<file path="src/rtl/binary_decoder_scan.sv">
// Registered N-to-2^N one-hot decoder with a direct mode and an auto-scan mode.
// Optional skip mask for the scan sequence is enabled by defining BINARY_DECODER_SCAN_SKIP_EN.
module binary_decoder_scan #(
    parameter int IN_W       = 3,
    parameter int DWELL      = 4,
    parameter int ACTIVE_LOW = 0,
    localparam int OUT_W     = 2 ** IN_W
) (
    input  logic             clk,
    input  logic             rst_n,
    input  logic             en,
    input  logic             mode,
    input  logic [IN_W-1:0]  in,
    input  logic             load,
`ifdef BINARY_DECODER_SCAN_SKIP_EN
    input  logic [OUT_W-1:0] skip_mask,
`endif
    output logic [OUT_W-1:0] out,
    output logic [IN_W-1:0]  sel,
    output logic             wrap
);

    localparam int CNT_W = (DWELL > 1) ? $clog2(DWELL) : 1;
    localparam logic [CNT_W-1:0] CNT_LAST = CNT_W'(DWELL - 1);
    localparam logic [OUT_W-1:0] INACTIVE = {OUT_W{(ACTIVE_LOW != 0)}};

    typedef enum logic [1:0] {ST_OFF, ST_DIRECT, ST_SCAN} state_t;

    state_t           state_q, state_d;
    logic [IN_W-1:0]  sel_q, sel_d;
    logic [CNT_W-1:0] cnt_q, cnt_d;
    logic [OUT_W-1:0] out_q, out_d;
    logic             wrap_q, wrap_d;

    logic [IN_W-1:0]  adv_idx;
    logic             adv_wrap;
    logic             all_masked;

    function automatic logic [OUT_W-1:0] decode(input logic [IN_W-1:0] idx);
        logic [OUT_W-1:0] onehot;
        onehot      = '0;
        onehot[idx] = 1'b1;
        return (ACTIVE_LOW != 0) ? ~onehot : onehot;
    endfunction

`ifdef BINARY_DECODER_SCAN_SKIP_EN
    logic [IN_W-1:0] cand;

    // Search downward so the nearest unmasked index above sel wins; k=OUT_W aliases sel itself.
    always_comb begin
        all_masked = &skip_mask;
        adv_idx    = sel_q;
        cand       = sel_q;
        for (int k = OUT_W; k >= 1; k--) begin
            cand = sel_q + IN_W'(k);
            if (!skip_mask[cand]) begin
                adv_idx = cand;
            end
        end
        adv_wrap = !all_masked && (adv_idx < sel_q);
    end
`else
    always_comb begin
        all_masked = 1'b0;
        adv_idx    = sel_q + IN_W'(1);
        adv_wrap   = (sel_q == IN_W'(OUT_W - 1));
    end
`endif

    always_comb begin
        state_d = state_q;
        sel_d   = sel_q;
        cnt_d   = cnt_q;
        out_d   = INACTIVE;
        wrap_d  = 1'b0;
        if (!en) begin
            state_d = ST_OFF;
        end else if (!mode) begin
            state_d = ST_DIRECT;
            sel_d   = in;
            cnt_d   = '0;
            out_d   = decode(in);
        end else begin
            state_d = ST_SCAN;
            // Entry and load both restart at `in`; load beats a terminal-count advance.
            if (state_q != ST_SCAN || load) begin
                sel_d = in;
                cnt_d = '0;
                out_d = decode(in);
            end else begin
                if (cnt_q == CNT_LAST) begin
                    cnt_d  = '0;
                    sel_d  = adv_idx;
                    wrap_d = adv_wrap;
                end else begin
                    cnt_d = cnt_q + CNT_W'(1);
                end
                out_d = all_masked ? INACTIVE : decode(sel_d);
            end
        end
    end

    always_ff @(posedge clk or negedge rst_n) begin
        if (!rst_n) begin
            state_q <= ST_OFF;
            sel_q   <= '0;
            cnt_q   <= '0;
            out_q   <= INACTIVE;
            wrap_q  <= 1'b0;
        end else begin
            state_q <= state_d;
            sel_q   <= sel_d;
            cnt_q   <= cnt_d;
            out_q   <= out_d;
            wrap_q  <= wrap_d;
        end
    end

    assign out  = out_q;
    assign sel  = sel_q;
    assign wrap = wrap_q;

endmodule
</file>
<file path="config.mk">
export PLATFORM = sky130hd
export DESIGN_NAME = binary_decoder_scan
export DESIGN_NICKNAME = d
export VERILOG_FILES = /design/src/rtl/binary_decoder_scan.sv
export SDC_FILE = /design/constraint.sdc
export NUM_CORES = 1
export LEC_CHECK = 0
export BUFFER_PORTS_ARGS = -buffer_cell sky130_fd_sc_hd__clkbuf_2
export CORE_ASPECT_RATIO = 0.9
export CORE_MARGIN = 5
export CORE_UTILIZATION = 52
export CTS_CLUSTER_SIZE = 40
export DETAILED_ROUTE_END_ITERATION = 8
export PLACE_DENSITY = 0.77
export SYNTH_ARGS = -nofsm -noshare
export SYNTH_HDL_FRONTEND = slang
export SYNTH_SLANG_ARGS = --single-unit
</file>
<file path="constraint.sdc">
create_clock -name clk -period 1.99 [get_ports clk]
set_clock_uncertainty 0.05 [all_clocks]
set_input_delay 0.0995 -clock clk [delete_from_list [all_inputs] [get_ports clk]]
set_output_delay 0.0995 -clock clk [all_outputs]
set_load 0.05 [all_outputs]
</file>
# Word level (Yosys, flattened, before mapping)
# Index checks and enable logic that the tools add are counted.
# W data, S select, Z words.
op_classes:
  add_sub_neg: 2
  order_cmp: 4
  n_eq_ne: 3
  muxes: 22
  reduce_logical: 3
ops:
  columns: ["cell", "n"]
  rows:
  - ["$mux W8", 3]
  - ["$mux W3", 6]
  - ["$mux W2", 5]
  - ["$lt A3 B4 Y1 const B", 2]
  - ["$demux W1 S3", 2]
  - ["$ge A3 B1 Y1 const B", 2]
  - ["$mux W1", 6]
  - ["$add A3 B1 Y3 const B", 1]
  - ["$eq A3 B3 Y1 const B", 1]
  - ["$add A2 B1 Y2 const B", 1]
  - ["$eq A2 B2 Y1 const B", 1]
  - ["$logic_and A1 B1 Y1", 2]
  - ["$ne A2 B2 Y1 const B", 1]
  - ["$logic_or A1 B1 Y1", 1]
word_totals:
  regBits: 16
  inputBits: 8
  output_inout_bits: 12
  elab_cells: 39

# Logic depth before layout (Yosys ltp)
depth:
  depth_word: 12
  depth_mapped: 5

# Least setup slack after synthesis
# Ideal clock, no wire load.
synth_timing:
  kind: "register -> register"
  startpoint: "register sel_q[0] (netlist: sel[0])"
  endpoint: "register out_q[3] (netlist: out[3])"
  setup_ns: 0.124
  arrival_time_ns: 1.644
  required_time_ns: 1.816
  path_slack_ns: 0.172
  stages_incl_launch_ff: 6
  period_less_slack_ns: 1.818
  path_cell_list: "dfrtp_1 ha_1 ha_1 and3b_1 o211ai_1 a21boi_1"
synth_via:
  elab_chain_len: 12
  elab_cells_between_ends: 13
  classes_between: "add/sub (1); order compare (2); mux (9); reduce/logical (1)"
synth_rtl:
  columns: ["item", "line_no", "source"]
  rows:
  - ["start: declaration", "30", "logic [IN_W-1:0] sel_q, sel_d;"]
  - ["start signal: assignment", "112", "sel_q <= sel_d;"]
  - ["$add A3 B1 Y3", "65", "adv_idx = sel_q + IN_W'(1);"]
  - ["$mux W3 (*)", "91", "if (cnt_q == CNT_LAST) begin"]
  - ["$mux W3 (*)", "86", "if (state_q != ST_SCAN || load) begin"]
  - ["$mux W3 (*)", "78", "end else if (!mode) begin"]
  - ["$mux W3 (*)", "76", "if (!en) begin"]
  - ["$lt A3 B4 Y1 (not written as such) or $ge A3 B1 Y1 (tied branches)", "42", "onehot[idx] = 1'b1;"]
  - ["$logic_and A1 B1 Y1 (not written as such)", "42", null]
  - ["$mux W1 (not written as such)", "42", null]
  - ["$demux W1 S3 (*)", "42", null]
  - ["$mux W8 (*)", "86", null]
  - ["$mux W8 (*)", "78", null]
  - ["$mux W8 (*)", "76", null]
  - ["via out_d[3]", "32", "logic [OUT_W-1:0] out_q, out_d;"]
  - ["end signal: assignment", "114", "out_q <= out_d;"]
  - ["end: declaration", "32", null]
# The timed path passes the listed nets; every way through them passes the cells marked *. The select of a mux whose other input is x is not followed.
# A chain may end at the register's enable or synchronous reset.

# Worst setup path in the final report
layout_timing:
  startpoint: "register sel_q[1] (netlist: sel[1])"
  endpoint: "register out_q[2] (netlist: out[2])"
# Same word-level chain as after synthesis.

==> qor.yml <==
seq_area_frac_synth_pct: 44.8
chipWidth_um: 53.7
start_util_pct: 54.3
synth_cells: 83
tightest_slew_ns: 0.442
cts_tree: "yes"
cts_max_level: 1
layout_commonest_cell: "clkbuf_2"
final_util_pct: 63.7
synth.avg_cell_area_um2: 10.8
whs_path_depth: 3
gr-total-overflow: 0
intPower_mw: 0.498
use_met2_pct: 25.4
wire_per_inst_um: 14.7
top_usage_layer: "met2"
ff2ff_setup_slack_ns: 0.25
io_pins: 20
ys_seq_elements: 16
area_growth_pct: 17.2
p_switching_mw: 0.218
hold_viol: 0
irDropWorstVdd_v: 0.000333
grtUsageMet3_pct: 2.75
power_mw: 0.716
port_buffers: 19
max-slew-margin-rel_pct: 70.4
grt_pass1_wl_mm: 3.20
fin_tns_setup_ns: 0
antenna_found_initial: 0
dp_slack_ns: 0.330
cts_resized: 0
place.gp.congestion: 0.864
synth_fp_nets: 94
ys_warn_count: 0
fin_nets: 115
p_clk_share_pct: 30.1
rr_worst_depth: 5
drive_gt1_share_pct: 28.2
ant_nets: 0
yosysTopAreaCell: "dfrtp_1"
cts_buffers: 3
synthTopCellsByArea: "dfrtp_1, a21boi_1, o211ai_1"
worst_setup_path_end_kind: "flip-flop"
diodes: 0
core-area_um2: 1650
die_h_um: 49.4
hold_path_end: "out[7]"
clock_latency_ns: 0.29
rr_endpoint: "out[2]"
numClockSinks: 16
yosysUniqueCellTypes: 36
p_sw_share_pct: 30.4
drc: 0
finalSetupViolations: 0
p_leak_nw: 0.477
ctsRootBufferMaster: "clkbuf_4"
die_area_um2: 2650
timing.final.crit_period_ns: 1.74
hpwlAfterDp_mm: 1.30
cap_violations: 0
status: "finished, final reports clean"
cp-start-kind: "flip-flop"
setup_slack_ns: 0.255
power_density_nw_per_um2: 683
routed_wl_mm: 1.86
worstPathMaxFanout: 7
vias_per_cell: 5.63
post-route-period-util_pct: 87.2
track_usage_pct: 16.5
drv_slew: 0
cp.arrival_ns: 1.86
worstSetupPathType: "flip-flop to flip-flop"
grt_max_degree: 20
rows: 14
syn_area_um2: 895
clkTransAtPathRegs_ns: 0.10
hold_start: "in[1]"
globalRouteMet1Util_pct: 22.4
drt-initial-drc-count: 23
layout_common_cells: "clkbuf_2, dfrtp_1, a21boi_1"
cp_data_required_time_ns: 2.11
vias: 715
first_pass_iters: 4
clockBufferDepth: 2
hold_class: "primary input to flip-flop"
rsz0062_at_grt: "false"
yosys.area.top_type_share_pct: 44.8
fmax_mhz: 576
startpoint: "sel[1]"
grt_pass1_vias: 695
p_comb_share_pct: 20.7
p_seq_share_pct: 49.2
reg2reg_from: "sel[1]"
## sequential cells by signal (all words and copies together) (netlist names)
register	cells
state_q	2
sel	3
out	8
cnt_q	2
wrap	1
## critical path, stage by stage (launching register included)
cell	delay [ns]
dfrtp_1	0.46
ha_1	0.21
ha_1	0.36
and3b_1	0.22
o211ai_1	0.23
a21boi_1	0.09
## power by group through the flow
stage / Combinational, mW / Clock, mW / Sequential (mW)
after floorplan: 0.0656 / 0 / 0.396
after global placement: 0.142 / 0 / 0.358
after detailed placement: 0.143 / 0 / 0.359
after CTS: 0.149 / 0.219 / 0.352
after global routing: 0.162 / 0.237 / 0.355
final: 0.148 / 0.216 / 0.352
## per-stage QoR
stage / std cells / hold slack [ns] / area, um^2
2_1_floorplan: 83 / -0.246 / 895
4_1_cts: 127 / 0.0498 / 1050
3_3_place_gp: 121 / -0.00931 / 992
5_1_grt: 127 / 0.0401 / 1050
3_5_place_dp: 121 / -0.00508 / 992
6_report: 127 / 0.0524 / 1050
## per-layer routing
| metal | share of wire [%] | wire [um] | vias to the layer above |
|---|---|---|---|
| met2 | 44 | 824 | 23 |
| met4 | 1.3 | 25 | 0 |
| met1 | 48 | 899 | 337 |
| li1 | - | - | 350 |
| met5 | 0 | 0 | - |
| met3 | 6.1 | 113 | 5 |
## cells by family (layout without fill, tap and decap cells)
group | after synthesis | count (layout) | share of synthesized area (%)
simple gates | 27 | 27 | 21.1
compound gates | 21 | 21 | 17.2
flops | 16 | 16 | 44.8
buf+inv | 10 | 30 | 5.59
mux | 4 | 4 | 5.17
fa+ha+maj | 3 | 3 | 4.20
xor+xnor | 2 | 2 | 1.96
## synth_stat cells
library cell  number
o211ai_1           6
a21boi_1           7
a211oi_1           1
nor2b_1            1
nor3b_1            2
nor2_1             2
xnor2_1            1
or4_1              2
nand2_1            2
nand4b_1           1
xor2_1             1
clkbuf_1           3
and3b_1            2
nor3b_2            1
mux2i_1            2
nand4bb_1          1
nand3b_1           2
a22o_1             2
buf_2              1
mux2_2             1
dfrtp_1           16
mux2_4             1
nor3_1             1
inv_2              1
o21a_1             1
o21ai_0            3
inv_1              3
nand3_1            4
nand4_1            3
a211o_1            1
buf_4              1
and4bb_4           1
ha_1               3
buf_6              1
and2_1             1
nor4_1             1
## repair_timing
item	CTS	global route
hold buffers	2	0
setup buffers	0	0
hold endpoints to repair	17	0
## cell type report
type	instances	area [um^2]
fillers	151	598
multi-input cells	57	444
flip-flops and latches	16	400
repair buffers	22	123
clock buffers	4	36.3
well taps	24	30.0
inverters	4	15.0
## worst max path at each step
| stage | end | slack [ns] |
|---|---|---|
| after detailed placement | out[2] | 0.33 |
| after floorplan | out[3] | 0.17 |
| final | out[2] | 0.25 |
| after CTS | out[2] | 0.24 |
| after global placement | out[2] | 0.35 |
| after global routing | out[2] | 0.17 |
No activity file was read; power rests on OpenSTA's default activity.
